<file path="src/rtl/mem_arb_pkg.sv">
// mem_arb_pkg: state encoding and requester port ids shared by mem_arbiter and its bench
package mem_arb_pkg;
    localparam logic [1:0] IDLE  = 2'd0;
    localparam logic [1:0] ISSUE = 2'd1;
    localparam logic [1:0] WAIT  = 2'd2;
    localparam logic [1:0] RESP  = 2'd3;
    localparam logic PORT_I = 1'b0;
    localparam logic PORT_D = 1'b1;
endpackage

</file>
<file path="src/rtl/mem_arbiter_if.sv">
// mem_arbiter_if: fetch, load/store and ram buses around mem_arbiter
interface mem_arbiter_if #(parameter int ADDR_W = 32);
    logic              i_req;
    logic [ADDR_W-1:0] i_addr;
    logic              i_ack;
    logic              i_err;
    logic [31:0]       i_rdata;
    logic              d_req;
    logic              d_we;
    logic [ADDR_W-1:0] d_addr;
    logic [31:0]       d_wdata;
    logic              d_ack;
    logic              d_err;
    logic [31:0]       d_rdata;
    logic [ADDR_W-1:0] m_r_addr;
    logic [ADDR_W-1:0] m_w_addr;
    logic [31:0]       m_w_line;
    logic              m_read;
    logic              m_write;
    logic [31:0]       m_r_line;
    logic              m_rrdy;
    logic              m_wrdy;
    logic              m_exc;
    modport slave (
        input  i_req, i_addr, d_req, d_we, d_addr, d_wdata, m_r_line, m_rrdy, m_wrdy, m_exc,
        output i_ack, i_err, i_rdata, d_ack, d_err, d_rdata, m_r_addr, m_w_addr, m_w_line, m_read, m_write
    );
    modport master (
        output i_req, i_addr, d_req, d_we, d_addr, d_wdata, m_r_line, m_rrdy, m_wrdy, m_exc,
        input  i_ack, i_err, i_rdata, d_ack, d_err, d_rdata, m_r_addr, m_w_addr, m_w_line, m_read, m_write
    );
endinterface

</file>
<file path="src/rtl/rr_arb2.sv">
// rr_arb2: two-request round-robin picker; on a tie the port not granted last wins
module rr_arb2
    import mem_arb_pkg::*;
(
    input  logic [1:0] req,
    input  logic       last,
    output logic       grant_valid,
    output logic       grant_id
);
    assign grant_valid = |req;
    assign grant_id = &req ? ~last : req[PORT_D];
endmodule

</file>
<file path="src/rtl/mem_arbiter.sv">
// mem_arbiter: serialises fetch and load/store accesses onto a single-ported ram,
// one registered strobe per access and one-cycle ack/err pulses back to the winner
module mem_arbiter
    import mem_arb_pkg::*;
#(
    parameter int ADDR_W  = 32,
    parameter int TIMEOUT = 4
) (
    input logic          clk,
    input logic          rst,
    mem_arbiter_if.slave bus
);
    localparam int CW = $clog2(TIMEOUT + 1);
    localparam logic [CW-1:0] TMAX = CW'(TIMEOUT - 1);
    logic [1:0]        state;
    logic              last;
    logic              port;
    logic              we;
    logic              grant_valid;
    logic              grant_id;
    logic              wr;
    logic              ok;
    logic [CW-1:0]     cnt;
    logic [ADDR_W-1:0] addr;
    rr_arb2 u_arb (
        .req         ({bus.d_req, bus.i_req}),
        .last        (last),
        .grant_valid (grant_valid),
        .grant_id    (grant_id)
    );
    assign wr = grant_id == PORT_D && bus.d_we;
    assign addr = grant_id == PORT_D ? bus.d_addr : bus.i_addr;
    // ready outranks exc: the ram leaves exc set until its next successful access
    assign ok = we ? bus.m_wrdy : bus.m_rrdy;
    always_ff @(posedge clk) begin
        if (rst) begin
            state        <= IDLE;
            last         <= PORT_I;
            port         <= PORT_I;
            we           <= 1'b0;
            cnt          <= '0;
            bus.i_ack    <= 1'b0;
            bus.i_err    <= 1'b0;
            bus.i_rdata  <= '0;
            bus.d_ack    <= 1'b0;
            bus.d_err    <= 1'b0;
            bus.d_rdata  <= '0;
            bus.m_r_addr <= '0;
            bus.m_w_addr <= '0;
            bus.m_w_line <= '0;
            bus.m_read   <= 1'b0;
            bus.m_write  <= 1'b0;
        end else begin
            bus.i_ack   <= 1'b0;
            bus.i_err   <= 1'b0;
            bus.d_ack   <= 1'b0;
            bus.d_err   <= 1'b0;
            bus.m_read  <= 1'b0;
            bus.m_write <= 1'b0;
            case (state)
                IDLE: if (grant_valid) begin
                    state        <= ISSUE;
                    last         <= grant_id;
                    port         <= grant_id;
                    we           <= wr;
                    bus.m_read   <= !wr;
                    bus.m_write  <= wr;
                    bus.m_r_addr <= addr;
                    bus.m_w_addr <= addr;
                    if (grant_id == PORT_D) bus.m_w_line <= bus.d_wdata;
                end
                ISSUE: begin
                    state <= WAIT;
                    cnt   <= '0;
                end
                WAIT: if (ok || bus.m_exc || cnt == TMAX) begin
                    state <= RESP;
                    if (port == PORT_D) begin
                        bus.d_ack <= 1'b1;
                        bus.d_err <= !ok;
                        if (ok && !we) bus.d_rdata <= bus.m_r_line;
                    end else begin
                        bus.i_ack <= 1'b1;
                        bus.i_err <= !ok;
                        if (ok) bus.i_rdata <= bus.m_r_line;
                    end
                end else begin
                    cnt <= cnt + 1'b1;
                end
                default: state <= IDLE;
            endcase
        end
    end
endmodule

</file>
<file path="src/flat_wrapper.sv">
// flat-port wrapper written by rule: the top's interface ports become plain ports
module mem_arbiter_flat import mem_arb_pkg::*;
#(
    parameter int ADDR_W  = 32,
    parameter int TIMEOUT = 4
)
  (clk, rst, bus_i_req, bus_i_addr, bus_d_req, bus_d_we, bus_d_addr, bus_d_wdata, bus_m_r_line, bus_m_rrdy, bus_m_wrdy, bus_m_exc, bus_i_ack, bus_i_err, bus_i_rdata, bus_d_ack, bus_d_err, bus_d_rdata, bus_m_r_addr, bus_m_w_addr, bus_m_w_line, bus_m_read, bus_m_write);
  mem_arbiter_if #(.ADDR_W(ADDR_W)) bus_i ();
  input logic clk;
  input logic rst;
  input wire logic [$bits(bus_i.i_req)-1:0] bus_i_req;
  input wire logic [$bits(bus_i.i_addr)-1:0] bus_i_addr;
  input wire logic [$bits(bus_i.d_req)-1:0] bus_d_req;
  input wire logic [$bits(bus_i.d_we)-1:0] bus_d_we;
  input wire logic [$bits(bus_i.d_addr)-1:0] bus_d_addr;
  input wire logic [$bits(bus_i.d_wdata)-1:0] bus_d_wdata;
  input wire logic [$bits(bus_i.m_r_line)-1:0] bus_m_r_line;
  input wire logic [$bits(bus_i.m_rrdy)-1:0] bus_m_rrdy;
  input wire logic [$bits(bus_i.m_wrdy)-1:0] bus_m_wrdy;
  input wire logic [$bits(bus_i.m_exc)-1:0] bus_m_exc;
  output wire logic [$bits(bus_i.i_ack)-1:0] bus_i_ack;
  output wire logic [$bits(bus_i.i_err)-1:0] bus_i_err;
  output wire logic [$bits(bus_i.i_rdata)-1:0] bus_i_rdata;
  output wire logic [$bits(bus_i.d_ack)-1:0] bus_d_ack;
  output wire logic [$bits(bus_i.d_err)-1:0] bus_d_err;
  output wire logic [$bits(bus_i.d_rdata)-1:0] bus_d_rdata;
  output wire logic [$bits(bus_i.m_r_addr)-1:0] bus_m_r_addr;
  output wire logic [$bits(bus_i.m_w_addr)-1:0] bus_m_w_addr;
  output wire logic [$bits(bus_i.m_w_line)-1:0] bus_m_w_line;
  output wire logic [$bits(bus_i.m_read)-1:0] bus_m_read;
  output wire logic [$bits(bus_i.m_write)-1:0] bus_m_write;
  assign bus_i.i_req = bus_i_req;
  assign bus_i.i_addr = bus_i_addr;
  assign bus_i.d_req = bus_d_req;
  assign bus_i.d_we = bus_d_we;
  assign bus_i.d_addr = bus_d_addr;
  assign bus_i.d_wdata = bus_d_wdata;
  assign bus_i.m_r_line = bus_m_r_line;
  assign bus_i.m_rrdy = bus_m_rrdy;
  assign bus_i.m_wrdy = bus_m_wrdy;
  assign bus_i.m_exc = bus_m_exc;
  assign bus_i_ack = bus_i.i_ack;
  assign bus_i_err = bus_i.i_err;
  assign bus_i_rdata = bus_i.i_rdata;
  assign bus_d_ack = bus_i.d_ack;
  assign bus_d_err = bus_i.d_err;
  assign bus_d_rdata = bus_i.d_rdata;
  assign bus_m_r_addr = bus_i.m_r_addr;
  assign bus_m_w_addr = bus_i.m_w_addr;
  assign bus_m_w_line = bus_i.m_w_line;
  assign bus_m_read = bus_i.m_read;
  assign bus_m_write = bus_i.m_write;
  mem_arbiter #(.ADDR_W(ADDR_W), .TIMEOUT(TIMEOUT)) u_core (.clk(clk), .rst(rst), .bus(bus_i));
endmodule
</file>
<file path="config.mk">
export PLATFORM = sky130hd
export DESIGN_NAME = mem_arbiter_flat
export DESIGN_NICKNAME = d
export VERILOG_FILES = /design/src/rtl/mem_arb_pkg.sv /design/src/rtl/mem_arbiter_if.sv /design/src/rtl/rr_arb2.sv /design/src/rtl/mem_arbiter.sv /design/src/flat_wrapper.sv
export SDC_FILE = /design/constraint.sdc
export NUM_CORES = 1
export LEC_CHECK = 0
export CAP_MARGIN = 10
export CELL_PAD_IN_SITES_DETAIL_PLACEMENT = 0
export CELL_PAD_IN_SITES_GLOBAL_PLACEMENT = 1
export CORE_UTILIZATION = 30
export DETAILED_ROUTE_END_ITERATION = 10
export HOLD_SLACK_MARGIN = 0.1
export PLACE_DENSITY_LB_ADDON = 0.25
export SLEW_MARGIN = 30
export SYNTH_ARGS = -nofsm -noshare
export SYNTH_HDL_FRONTEND = slang
export SYNTH_SLANG_ARGS = --single-unit
export TNS_END_PERCENT = 50
</file>
<file path="constraint.sdc">
create_clock -name clk -period 3.45 [get_ports clk]
set_input_delay 0.5175 -clock clk [delete_from_list [all_inputs] [get_ports clk]]
set_output_delay 0.5175 -clock clk [all_outputs]
set_load 0.05 [all_outputs]
</file>
-- Word-level counts from Yosys, hierarchy flattened
Cells that the tools add are included.
- equality and inequality tests: 6
- reductions and logical operators: 21
- bitwise operators: 5
- mux-type cells: 10
- $add $sub $neg: 1
- operator list (cell ; count):
    32-bit 2-to-1 mux ; 1
    2-bit AND reduction ; 4
    4-bit AND reduction ; 2
    4-bit OR reduction ; 2
    2-bit one-hot mux with 3 select lines ; 1
    3-bit one-hot mux with 2 select lines ; 1
    3-bit OR reduction ; 2
    1-bit inverter ; 5
    1-bit 2-to-1 mux ; 4
    2-bit 2-to-1 mux ; 2
    2-bit by 1-bit inequality test with 1-bit output, second input constant ; 2
    3-bit by 1-bit adder with 3-bit output, second input constant ; 1
    3-bit by 2-bit equality test with 1-bit output, second input constant ; 1
    1-bit logical NOT ; 3
    3-bit 2-to-1 mux ; 1
    3-bit AND reduction ; 1
    2-bit by 1-bit equality test with 1-bit output, second input constant ; 1
    2-bit equality test, second input constant ; 1
    1-bit logical AND ; 2
    2-bit logical NOT ; 1
    1-bit logical OR ; 2
    2-bit inequality test, second input constant ; 1
    2-bit nonzero test ; 1
    2-bit OR reduction ; 1
- input port bits: 136
- flip-flop bits (word level): 141
- word-level logic and storage cells: 57
- output and inout bits: 166

-- Longest topological paths before layout
- word-level depth: 5
- gate-level depth with buffers: 8

-- Hierarchy
From an unflattened synthesis, not the netlist that was laid out.
- cells, all modules: 670
- area total of the unflattened synthesis: 5719.2 um^2
- modules (own cells, without submodules) (module ; area each (um^2) ; instances ; cells an instance):
    mem_arbiter ; 5705.5 ; 1 ; 668
    rr_arb2 ; 13.8 ; 1 ; 2

-- Least setup slack after synthesis
OpenSTA, ideal clock, no wires.
- path type: reg2reg
- start: reg u_core.state[1]
- end: reg u_core.cnt[1]
- setup slack: 1902 ps
- data required time: 3318 ps
- data arrival time: 1415 ps
- stages on the path, launching flop included: 6
- buffers on the path: 0
- path through: dfxtp_1 -> inv_1 -> ha_1 -> or3b_2 -> o22ai_1 -> o32ai_1
- longest elaborated chain between the ends: 3
- elaborated cells between the ends (all ways): 6
- RTL lines (element ; line ; source):
    start, declared ; mem_arbiter.sv:15 ; logic [1:0] state;
    start signal, assigned ; mem_arbiter.sv:37 ; state <= IDLE;
    start signal, assigned ; mem_arbiter.sv:62 ; state <= ISSUE;
    start signal, assigned ; mem_arbiter.sv:73 ; state <= WAIT;
    2-bit equality test / 2-bit by 1-bit equality test with 1-bit output (equally long branches) ; mem_arbiter.sv:60 ; case (state)
    2-bit inequality test (no source line) / 2-bit nonzero test (equally long branches) ; -- ;
    2-bit AND reduction (no source line) ; -- ;
    end signal, assigned ; mem_arbiter.sv:88 ; cnt <= cnt + 1'b1;
    end, declared ; mem_arbiter.sv:23 ; logic [CW-1:0] cnt;
Several ways; a longest one is shown, not always the timed one.
A chain may end at the register's enable or synchronous reset.

-- Worst setup path after layout
- start: in bus_i_req
- end: reg u_core.bus.m_w_line[27]
- longest elaborated chain between the ends: 3
- elaborated cells between the ends (all ways): 4
- RTL lines (element ; line ; source):
    start, declared ; flat_wrapper.sv:11 ; input wire logic [$bits(bus_i.i_req)-1:0] bus_i_req;
    2-bit AND reduction ; rr_arb2.sv:11 ; assign grant_id = &req ? ~last : req[PORT_D];
    1-bit 2-to-1 mux ; rr_arb2.sv:11 ;
    3-bit AND reduction (no source line) * ; -- ;
    end signal, assigned ; mem_arbiter.sv:70 ; if (grant_id == PORT_D) bus.m_w_line <= bus.d_wdata;
    end, declared ; mem_arbiter_if.sv:26 ; output i_ack, i_err, i_rdata, d_ack, d_err, d_rdata, m_r_addr, m_w_addr, m_w_line, m_read, m_write
Every way passes the cells marked *; elsewhere a longest branch is shown, timed or not.

==> results.cfg <==
[outcome]
status = completed

[floorplan]
pin_count = 302
floorplan.initialDensity_pct = 30.7
core_um2 = 19600
die_x_um = 144
rows = 51
die_h_um = 144
die_area_um2 = 20600

[grt]
grt_max_degree = 79
grt_pass1_vias = 5416
track_usage_pct = 18.7
grt_overflow = 0
grt_pass1_wl_um = 29800
antenna_found_initial = 0

[layout]
ff_latch_area_um2 = 2820
stdcell_count = 1224
fillers = 1923
area_growth_pct = 57.5
post-route-util_pct = 48.4
stdcell_area_um2 = 9480
layout-drive-gt1-share_pct = 8.34
nNetsFinal = 1088
multi_input_area_um2 = 2560
antennaDiodeCount = 0

[yosys]
postSynthAreaPerCell_um2 = 8.48
yosys-top-cells-area = dfxtp_1, nand2_1, a21oi_1
ys_seq_elements = 141
synth_nets = 851
syn_area_um2 = 6020
synth.distinct_cells = 37
synth_top_cells_by_count = dfxtp_1, nand2_1, a21oi_1
ys.flop_type = dfxtp_1
synth_seq_area_share_pct = 46.9
synth_top_area_share_pct = 46.9
ys_warn_count = 0
yosysTopAreaCell = dfxtp_1
synthArstFlopShare_pct = 0
synth_edf_count = 0
syn_inst = 710
yosysMostFrequentCell = dfxtp_1

[timing]
fin_setup_tns_ns = 0
setup_viol = 0
worst_pin_slew_ns = 0.924
fin_skew_ns = 0.00711
min_period_ns = 2.16
slew_violations = 0
fmaxAchievable_mhz = 462
hold_viol_final = 0
maxSlewHeadroom_pct = 38.3
period_share_pct = 62.7
rsz0062_at_grt = false

[cts]
post-cts-setup-buffer-count = 0
clock_latency_ns = 0.41
cts_buffers = 17
cts_tree = yes
cts.sinks = 141
cts-root-buf = clkbuf_16
cts_hold_buf = 0
cts.htree.levels = 4
post_cts_resized = 0
cts_buffer_depth = 2
clkTransAtPathRegs_ns = 0.06

[critical_path]
crit_chain = clkdlybuf4s50_1 > a21bo_2 > buf_4 > o21ai_0 > a21oi_1
cp_data_arrival_time_ns = 2.49
slowest_stage = a21bo_2
path_max_fanout = 37
crit_type = in2reg
start_kind = input port
endpoint_kind = flip-flop
max_stage_delay_ns = 0.71
crit_required_ns = 3.78

[power_and_ir_drop]
power.switching_mw = 3.42
switching_share_pct = 44.3
p_per_area_nw_per_um2 = 814
ir_drop_v = 0.000471
p_clk_share_pct = 24.2
seqPwrFrac_pct = 27.6
p_comb_share_pct = 48.2
power.leakage_nw = 3.27
cellInternalPower_mw = 4.29

[placed_design]
placedCellCount = 1193
place_hpwl_um = 13400
port_buffers = 301
place_congestion = 0.816
placed_area_um2 = 8880

[detailed_routing]
dr.pass1.iters = 4
antenna_left = 0
avgRoutedWirePerCell_um = 16.0
first_iter_violations = 269
viasPerCell = 4.69
num_vias = 5740
drt-total-wl_um = 19600
drc = 0

[worst_hold_path]
holdCritPathClass = reg2reg

[job]
cap_viol_max_count = 0
==> layout by cell type, fill, tap and decap left out, types with 2 or more instances in the layout <==
cell,n
a21oi_1,97
a311oi_1,5
a311oi_2,27
buf_12,2
buf_4,12
bufinv_16,2
clkbuf_16,17
clkbuf_8,5
clkdlybuf4s50_1,300
clkinv_2,2
clkinvlp_4,4
dfxtp_1,141
ha_1,5
inv_1,7
mux2i_1,2
nand2_1,132
nand2b_1,7
nand3_1,65
nor2_1,36
nor3_1,4
nor4_1,2
o21ai_0,42
o21ai_1,24
o32ai_1,3
==> state kept, by name, summed over array words and instances, names as in the netlist <==
register             cells
u_core.bus.d_ack         1
u_core.bus.d_err         1
u_core.bus.d_rdata      32
u_core.bus.i_ack         1
u_core.bus.i_err         1
u_core.bus.i_rdata      32
u_core.bus.m_read        1
u_core.bus.m_w_addr     32
u_core.bus.m_w_line     32
u_core.bus.m_write       1
u_core.cnt               3
u_core.last              1
u_core.state             2
u_core.we                1
==> path summary, 6_finish.rpt <==
check                                       startpoint                 endpoint  slack [ns]  cells after the start
worst max-delay path                         bus_i_req  u_core.bus.m_w_line[27]        1.29                      5
worst min-delay path            u_core.bus.d_rdata[18]   u_core.bus.d_rdata[18]        0.45                      2
worst max register to register             u_core.last  u_core.bus.m_w_line[27]        1.34                      4
worst min register to register  u_core.bus.d_rdata[18]   u_core.bus.d_rdata[18]        0.45                      2
==> power groups by stage <==
| stage | sequential, mW | combinational, mW | clock (mW) |
|---|---|---|---|
| after floorplan | 3.06 | 1.84 | 0 |
| after CTS | 2.14 | 3.74 | 1.92 |
| after global routing | 2.17 | 3.93 | 1.99 |
| after detailed placement | 2.17 | 3.73 | 0 |
| after global placement | 2.16 | 3.73 | 0 |
| final | 2.13 | 3.72 | 1.86 |
==> cell type report <==
class                           instances  share of cell area (%)
Clock buffer                           22                    5.21
Inverter                                7                   0.277
Tap cell                              265                    3.50
Timing Repair Buffer                  314                    33.0
Multi-Input combinational cell        466                    27.1
Clock inverter                          9                    1.15
Sequential cell                       141                    29.8
==> metrics by stage <==
| step | worst slack, ns | hold WS (ns) | power [mW] |
|---|---|---|---|
| after floorplan | 1.90 | 0.456 | 4.90 |
| after global placement | 0.902 | 0.441 | 5.90 |
| after detailed placement | 0.890 | 0.446 | 5.91 |
| after CTS | 1.26 | 0.454 | 7.80 |
| after global routing | 1.07 | 0.465 | 8.09 |
| final | 1.29 | 0.452 | 7.71 |
==> layer usage <==
metal,GRT usage (%),vias to the layer above,routed length (um)
li1,-,2892,-
met1,23.3,2662,8490
met2,30.9,159,9600
met3,4.83,27,1070
met4,7.11,0,488
met5,0,-,0
==> critical path, delay by kind of cell <==
family,cells,cell delay [ns]
AO/OA/AOI/OAI,3,0.99
buffers and inverters,2,0.97
==> cell families after synthesis <==
| group | count (synthesis) | synth area share [%] |
|---|---|---|
| buf+inv | 103 | 10.7 |
| compound gates | 205 | 22.5 |
| simple gates | 252 | 17.9 |
| flops | 141 | 46.9 |
| mux | 4 | 0.956 |
| fa+ha+maj | 5 | 1.04 |
Note: power is estimated with default switching activity, not from simulation.
